--- config.mk ---
export PLATFORM = sky130hd
export DESIGN_NAME = vehicle_dynamics
export DESIGN_NICKNAME = d
export VERILOG_FILES = /design/src/rtl/vehicle_dynamics.sv
export SDC_FILE = /design/constraint.sdc
export NUM_CORES = 1
export LEC_CHECK = 0
export CAP_MARGIN = 10
export CORE_AREA = 2 2 69 78
export CTS_CLUSTER_DIAMETER = 40
export DETAILED_ROUTE_END_ITERATION = 7
export DIE_AREA = 0 0 71 80
export PLACE_DENSITY = 0.93
export SYNTH_ARGS = -nofsm -noshare
export SYNTH_HDL_FRONTEND = slang
export SYNTH_SLANG_ARGS = --single-unit
--- constraint.sdc ---
create_clock -name clk -period 6.3 [get_ports clk]
set_input_delay 1.26 -clock clk [delete_from_list [all_inputs] [get_ports clk]]
set_output_delay 1.26 -clock clk [all_outputs]
set_load 0.01 [all_outputs]
--- src/rtl/vehicle_dynamics.sv ---
// Drive-state FSM, speed integrator and 0.1 km odometer driven by the speed/1 s tick strobes.
// Optional blinking overspeed warning is built when VEHICLE_OVERSPEED_EN is defined.
module vehicle_dynamics #(
   parameter int unsigned MAX_SPEED   = 200,
   parameter int unsigned ACCEL_STEP  = 2,
   parameter int unsigned BRAKE_STEP  = 5,
   parameter int unsigned COAST_STEP  = 1,
   parameter int unsigned SPEED_LIMIT = 100
) (
   input  logic        clk,
   input  logic        rst,
   input  logic        tick_speed,
   input  logic        tick_1sec,
   input  logic        engine_on,
   input  logic        accel,
   input  logic        brake,
   output logic [7:0]  speed,
   output logic [1:0]  state,
   output logic        moving,
   output logic [16:0] odo,
   output logic        overspeed
);

   typedef enum logic [1:0] {
      ST_STOP  = 2'd0,
      ST_ACCEL = 2'd1,
      ST_COAST = 2'd2,
      ST_BRAKE = 2'd3
   } drive_state_e;

   localparam logic [9:0]  DIST_UNIT = 10'd360;
   localparam logic [16:0] ODO_MAX   = 17'd99999;

   if (MAX_SPEED > 255 || SPEED_LIMIT > 255) begin : g_param_check
      $error("vehicle_dynamics: MAX_SPEED and SPEED_LIMIT must fit in 8 bits");
   end

   drive_state_e state_q, state_d;
   logic [7:0]   speed_q, speed_d;
   logic         moving_q;
   logic [8:0]   dacc_q;
   logic [16:0]  odo_q;

   logic [8:0]   spd_add, spd_brk, spd_cst;
   logic [9:0]   dacc_sum;

   always_comb begin
      state_d = ST_COAST;
      if (brake)                  state_d = (speed_q != 8'd0) ? ST_BRAKE : ST_STOP;
      else if (accel && engine_on) state_d = ST_ACCEL;
      else if (speed_q == 8'd0)    state_d = ST_STOP;
   end

   // Nine-bit arithmetic: bit 8 of a difference flags an underflow to clamp at 0.
   always_comb begin
      spd_add = {1'b0, speed_q} + 9'(ACCEL_STEP);
      spd_brk = {1'b0, speed_q} - 9'(BRAKE_STEP);
      spd_cst = {1'b0, speed_q} - 9'(COAST_STEP);
      speed_d = speed_q;
      if (tick_speed) begin
         case (state_q)
            ST_ACCEL: speed_d = (spd_add > 9'(MAX_SPEED)) ? 8'(MAX_SPEED) : spd_add[7:0];
            ST_BRAKE: speed_d = spd_brk[8] ? 8'd0 : spd_brk[7:0];
            ST_COAST: speed_d = spd_cst[8] ? 8'd0 : spd_cst[7:0];
            default:  speed_d = 8'd0;
         endcase
      end
   end

   assign dacc_sum = {1'b0, dacc_q} + {2'b00, speed_q};

   always_ff @(posedge clk) begin
      if (rst) begin
         state_q  <= ST_STOP;
         speed_q  <= 8'd0;
         moving_q <= 1'b0;
         dacc_q   <= 9'd0;
         odo_q    <= 17'd0;
      end else begin
         state_q  <= state_d;
         speed_q  <= speed_d;
         moving_q <= (speed_q != 8'd0);
         // Pre-update speed is integrated, so a coincident speed tick does not leak in.
         if (tick_1sec) begin
            if (dacc_sum >= DIST_UNIT) begin
               dacc_q <= 9'(dacc_sum - DIST_UNIT);
               odo_q  <= (odo_q == ODO_MAX) ? 17'd0 : odo_q + 17'd1;
            end else begin
               dacc_q <= dacc_sum[8:0];
            end
         end
      end
   end

`ifdef VEHICLE_OVERSPEED_EN
   logic over_q;

   always_ff @(posedge clk) begin
      if (rst)                              over_q <= 1'b0;
      else if (speed_q > 8'(SPEED_LIMIT)) begin
         if (tick_1sec)                      over_q <= ~over_q;
      end else                              over_q <= 1'b0;
   end

   assign overspeed = over_q;
`else
   assign overspeed = 1'b0;
`endif

   assign speed  = speed_q;
   assign state  = state_q;
   assign moving = moving_q;
   assign odo    = odo_q;

endmodule

==> impl_metrics.env, run 1 <==
export IMPL_status="completed"
export IMPL_r2r_end="odo[9]"
export IMPL_cts_root_buf="clkbuf_8"
export IMPL_swShare_pct=25.59
export IMPL_tns_ns=0
export IMPL_dp_cells=435
export IMPL_postCtsSetupBuffers=0
export IMPL_synthTopCellsByArea="dfxtp_1 (25%), ha_1 (7.3%), nand3_1 (3.8%), nand2_1 (3.0%), nor2_1 (3.0%)"
export IMPL_crit_path_end_kind="register"
export IMPL_slew_viol_final=0
export IMPL_htree_levels=2
export IMPL_die_w_um=71
export IMPL_num_nets_final=409
export IMPL_ctsHoldBuffers=0
export IMPL_r2r_cells=8
export IMPL_ir_drop_v=0.0001237
export IMPL_viasPerCell=6.894
export IMPL_clkTransAtPathRegs_ns=0.07
export IMPL_drc=0
export IMPL_rows=27
export IMPL_start_kind="register"
export IMPL_p_int_mw=0.3403
export IMPL_grt_overflow=0
export IMPL_maxCapViolCount=0
export IMPL_place_hpwl_um=5134
export IMPL_endpoint="odo[9]"
export IMPL_grt_busiest_layer="met2"
export IMPL_synth_edf_count=0
export IMPL_antenna_found_initial=0
export IMPL_fin_crit_sh_pct=53.41
export IMPL_cts_sinks=37
export IMPL_power_frac_comb_pct=10.4
export IMPL_r2r_start="speed[4]"
export IMPL_postSynthAreaPerCell_um2=8.031
export IMPL_hold_class="reg -> reg"
export IMPL_die_area_mm2=0.005680
export IMPL_clockBufferDepth=2
export IMPL_gp_congestion=0.9540
export IMPL_synth_top_cell_area_share_pct=25.41
export IMPL_syn_to_final_growth_pct=13.91
export IMPL_dieHeight_um=80
export IMPL_grt_pass1_wl_um=12480
export IMPL_crit_type="reg -> reg"
export IMPL_post_cts_resized=0
export IMPL_timing_hold_ws_ns=0.4942
export IMPL_power_density_mw_per_mm2=137.7
export IMPL_worstPathMaxFanout=16
export IMPL_cts_tree="yes"
export IMPL_met1_usage_pct=33.20
export IMPL_vias=3047
export IMPL_dr_first_iter_drc_count=264
export IMPL_instances_no_fill=442
export IMPL_syn_area_mm2=0.002915
export IMPL_grt_usage_pct=26.70
export IMPL_hold_viol_final=0
export IMPL_diodes=0
export IMPL_ys_seq_elements=37
export IMPL_synth_nets=388
export IMPL_cts_made_buffers=5
export IMPL_core_area_mm2=0.004898
export IMPL_crit_start="speed[4]"
export IMPL_grt_use_met2_pct=45.89
export IMPL_required_ns=6.49
export IMPL_rrSetupSlack_ns=2.94
export IMPL_fin_skew_ns=0.007415
export IMPL_grt_max_degree=35
export IMPL_netlist_instances=363
export IMPL_start_util_pct=59.51
export IMPL_critPathArrivalTime_ns=3.55
export IMPL_timing_fmax_mhz=297.2
export IMPL_grt_setup_unrepaired="no"
export IMPL_top_level_ports=36
export IMPL_final_antenna_net_count=0
export IMPL_ys_types=73
export IMPL_wl_um=7414
export IMPL_worst_pin_slew_ns=1.089
export IMPL_first_pass_iters=5
export IMPL_clkLatencyLatePin_ns=0.29
export IMPL_seqPwrFrac_pct=52.3
export IMPL_final_layout_size_suffix_gt1_share_pct=6.771
export IMPL_seq_area_frac_synth_pct=25.41
export IMPL_relSlewSlack_pct=26.95
export IMPL_power_leakage_nw=1.122
export IMPL_ys_flop_type="dfxtp_1"
export IMPL_finalCriticalPeriod_ns=3.365
export IMPL_fin_util_pct=67.79
export IMPL_grt_pass1_vias=2774
export IMPL_wire_per_inst_um=16.77
export IMPL_power_switching_mw=0.1170
export IMPL_yosysTopAreaCell="dfxtp_1"
export IMPL_finalSetupViolCount=0
export IMPL_yosysWarnings=0
export IMPL_gr_usage_met3_pct=3.914
export IMPL_p_clk_share_pct=37.3
export IMPL_port_buffers=34
export IMPL_synthArstFlopShare_pct=0
-- how the worst min path moves through the flow --
stage	startpoint	to	slack, ns	depth (start not counted)
2_1_floorplan	dacc_q[7]	dacc_q[7]	0.46	2
4_1_cts	dacc_q[7]	dacc_q[7]	0.49	2
5_1_grt	dacc_q[7]	dacc_q[7]	0.52	2
3_3_place_gp	dacc_q[7]	dacc_q[7]	0.47	2
6_report	dacc_q[7]	dacc_q[7]	0.49	2
3_5_place_dp	dacc_q[7]	dacc_q[7]	0.48	2
-- cell usage after synthesis (all sizes together) (3+ instances only) --
library cell,instances
a211oi,5
a21boi,4
a21o,3
a21oi,18
a311oi,6
a31oi,4
and2,5
and3,6
and4,4
buf,4
clkbuf,17
dfxtp,37
ha,17
inv,14
mux2i,4
nand2,23
nand2b,10
nand3,23
nand3b,3
nand4,8
nand4b,3
nor2,24
nor2b,3
nor3,9
nor4,4
nor4b,3
o21a,4
o21ai,20
o21bai,3
o22ai,3
o311ai,9
o31ai,6
o32ai,6
o41ai,7
or2,3
or3,3
or4,5
xnor2,5
xor2,5
-- cells in the final DEF (no fill, tap or decap), drive strengths merged, types with 4 or more instances in the layout --
master	n
mux2i	4
nor3	9
o311ai	9
nand2b	10
a211oi	5
a311oi	6
inv	14
clkbuf	7
a21boi	4
o31ai	6
a21oi	18
and3	6
nand2	23
o32ai	6
nor2	24
o41ai	7
xor2	5
a31oi	4
nor4	4
nand4	8
o21ai	20
o21a	4
nand3	23
or4	5
xnor2	5
clkdlybuf4s50	34
and4	4
dfxtp	37
ha	17
and2	5
-- final cells by class --
cell class,count,area [um^2]
multi-input combinational,291,2021
inverter,14,52.55
clock buffer,7,86.33
timing repair buffer,35,347.8
fill,377,1578
sequential,37,740.7
tap,58,72.57
-- routing by layer --
layer	share of wire [%]	routed length (um)
met5	0	0
met4	1.6	119
met3	6.2	459
met2	49	3623
met1	43	3212
-- cells by family after synthesis --
kind of cell    Yosys count  synth area share [%]
fa+ha+maj                18                 7.983
mux                       5                 1.888
compound gates          116                 29.53
buf+inv                  35                 5.279
simple gates            141                 26.52
other cells               1                0.1286
xor+xnor                 10                 3.262
flops                    37                 25.41
-- flip-flops by register name (all words and copies together), names as in the netlist --
name / count
speed: 8
odo: 17
state: 2
dacc_q: 9
moving: 1
-- through the flow --
stage / power (mW) / cell area, um^2 / setup slack [ns]
6_report: 0.4572 / 3321 / 2.935
4_1_cts: 0.4582 / 3321 / 3.094
3_5_place_dp: 0.2908 / 3234 / 2.891
5_1_grt: 0.4768 / 3321 / 2.842
3_3_place_gp: 0.2890 / 3234 / 2.954
2_1_floorplan: 0.2789 / 2915 / 3.508
-- critical path: stages (launching register included) --
cell and delay (ns):
dfxtp_1 0.64, ha_1 0.39, a21oi_1 0.23, and2_1 0.22, a21oi_1 0.11, o221a_2 0.30, o31ai_2 0.93, o311ai_0 0.31
o41ai_1 0.12
-- power groups by stage --
stage | registers, mW | logic (mW) | clock network (mW)
2_1_floorplan | 0.244 | 0.0351 | 0
3_3_place_gp | 0.244 | 0.0446 | 0
3_5_place_dp | 0.245 | 0.0463 | 0
4_1_cts | 0.239 | 0.0466 | 0.173
5_1_grt | 0.239 | 0.0517 | 0.186
6_report | 0.239 | 0.0476 | 0.170
No activity file was read; power rests on OpenSTA's default activity.
==> inputs of run 2 (changes only) <==
Settings changed: CORE_AREA 2 2 69 78 to 2 2 72 81, DIE_AREA 0 0 71 80 to 0 0 74 83, PLACE_DENSITY 0.93 to 0.87.
Clock period 6.3 ns to 3.2 ns, I/O delays scaled along.
==> impl_metrics.env, run 2 (same netlist as run 1, synthesis figures left out) <==
export IMPL_status="completed"
export IMPL_grt_usage_pct=25.53
export IMPL_largest_reg_flops=17
export IMPL_die_w_um=74
export IMPL_cts_sinks=37
export IMPL_crit_path_end_kind="register"
export IMPL_maxCapViolCount=0
export IMPL_timing_hold_ws_ns=0.5021
export IMPL_final_layout_size_suffix_gt1_share_pct=10.33
export IMPL_cts_tree="yes"
export IMPL_fin_skew_ns=0.006415
export IMPL_worstPathMaxFanout=14
export IMPL_ctsHoldBuffers=0
export IMPL_vias=3068
export IMPL_rows=28
export IMPL_core_area_mm2=0.005290
export IMPL_first_pass_iters=6
export IMPL_required_ns=3.37
export IMPL_start_util_pct=55.11
export IMPL_fin_util_pct=65.04
export IMPL_top_level_ports=36
export IMPL_htree_levels=2
export IMPL_antenna_found_initial=0
export IMPL_clkTransAtPathRegs_ns=0.08
export IMPL_crit_type="reg -> reg"
export IMPL_clkLatencyLatePin_ns=0.30
export IMPL_hold_class="reg -> reg"
export IMPL_finalSetupViolCount=0
export IMPL_place_hpwl_um=5466
export IMPL_die_area_mm2=0.006142
export IMPL_grt_pass1_wl_um=12610
export IMPL_timing_fmax_mhz=322.7
export IMPL_ir_drop_v=0.0002383
export IMPL_relSlewSlack_pct=54.53
export IMPL_tns_ns=0
export IMPL_fin_crit_sh_pct=96.82
export IMPL_fill_cells=448
export IMPL_cts_made_buffers=5
export IMPL_start_kind="register"
export IMPL_grt_overflow=0
export IMPL_crit_buf_inv=1
export IMPL_viasPerCell=6.500
export IMPL_drc=0
export IMPL_cts_root_buf="clkbuf_8"
export IMPL_dieHeight_um=83
export IMPL_final_antenna_net_count=0
export IMPL_hold_viol_final=0
export IMPL_grt_max_degree=34
export IMPL_instances_no_fill=472
export IMPL_dr_first_iter_drc_count=205
export IMPL_critPathMaxStageDelay_ns=0.42
export IMPL_power_density_mw_per_mm2=263.6
export IMPL_critPathSlowestCell="fa_1"
export IMPL_worst_pin_slew_ns=0.6733
export IMPL_cp_top_family="compound AO/OA/AOI/OAI gates"
export IMPL_port_buffers=34
export IMPL_slew_viol_final=0
export IMPL_diodes=0
export IMPL_finalCriticalPeriod_ns=3.098
export IMPL_dp_cells=463
export IMPL_grt_setup_unrepaired="no"
export IMPL_gp_congestion=0.9227
export IMPL_rrSetupSlack_ns=0.10
export IMPL_mostFrequentLayoutCells="dfxtp_1 (37), clkdlybuf4s50_1 (34), nor2_1 (23), nand2_1 (23), nand3_1 (22)"
export IMPL_power_leakage_nw=1.185
export IMPL_layout_commonest_cell="dfxtp_1"
export IMPL_wl_um=7688
export IMPL_critPathArrivalTime_ns=3.27
export IMPL_grt_pass1_vias=2777
export IMPL_fin_ws_ns=0.1016
export IMPL_wire_per_inst_um=16.29
export IMPL_clockBufferDepth=2
export IMPL_dpl_worst_slack_ns=0.1522
export IMPL_cp_cell_sequence="ha_1 -> fa_1 -> a211oi_2 -> nor2_2 -> xnor2_1 -> a211o_1 -> o211a_2 -> buf_4 -> o311ai_0 -> o41ai_1"
export IMPL_num_nets_final=421
export IMPL_syn_to_final_growth_pct=18.03
[run 2: changes by cell type in the layout (fill, tap and decap cells not counted), sizes merged]
cell and change:
clkinv +2, clkinvlp +1, clkbuf -2, buf +12
[run 2: worst register-to-register path, cell delays in order (launching register included)]
cell,delay (ns)
dfxtp_1,0.32
ha_1,0.22
fa_1,0.42
a211oi_2,0.34
nor2_2,0.08
xnor2_1,0.16
a211o_1,0.33
o211a_2,0.36
buf_4,0.20
o311ai_0,0.40
o41ai_1,0.14
[run 2: power breakdown]
group	internal (mW)	leakage [nW]	switching, mW
sequential	0.466	0.299	0.00481
combinational	0.0366	0.842	0.0620
clock	0.151	0.0439	0.188
[run 2: through the flow]
step / power (mW) / cell area [um^2]
2_1_floorplan: 0.5491 / 2915
3_3_place_gp: 0.5735 / 3338
3_5_place_dp: 0.5761 / 3338
4_1_cts: 0.9076 / 3425
5_1_grt: 0.9366 / 3441
6_report: 0.9071 / 3441
[run 2: worst paths after layout]
path                                start         to  cells after the start
worst max-delay path             speed[0]    odo[12]                     10
worst min-delay path            dacc_q[0]  dacc_q[0]                      2
worst max register to register   speed[0]    odo[12]                     10
worst min register to register  dacc_q[0]  dacc_q[0]                      2
[run 2: final cells by class]
cell class              count  area, um^2  area share [%]
inverters                  14       52.55           1.527
flip-flops and latches     37       740.7           21.53
clock inverters             3       17.52          0.5091
clock buffers               5       68.82           2.000
repair buffers             47       437.9           12.73
multi-input cells         291        2029           58.98
well taps                  75       93.84           2.727
[run 2: per-layer routing]
layer  vias to the layer above  wire length, um  GRT usage [%]
li1                       1476                -              -
met1                      1423             3191          30.84
met2                       148             3813          43.02
met3                        21              547          5.704
met4                         0              136          9.752
met5                         -                0              0
[run 2: repair_timing]
| item | CTS | global route |
|---|---|---|
| endpoints found under the setup margin | 0 | 9 |
| resized for setup | 0 | 3 |
| buffers inserted | 0 | 1 |
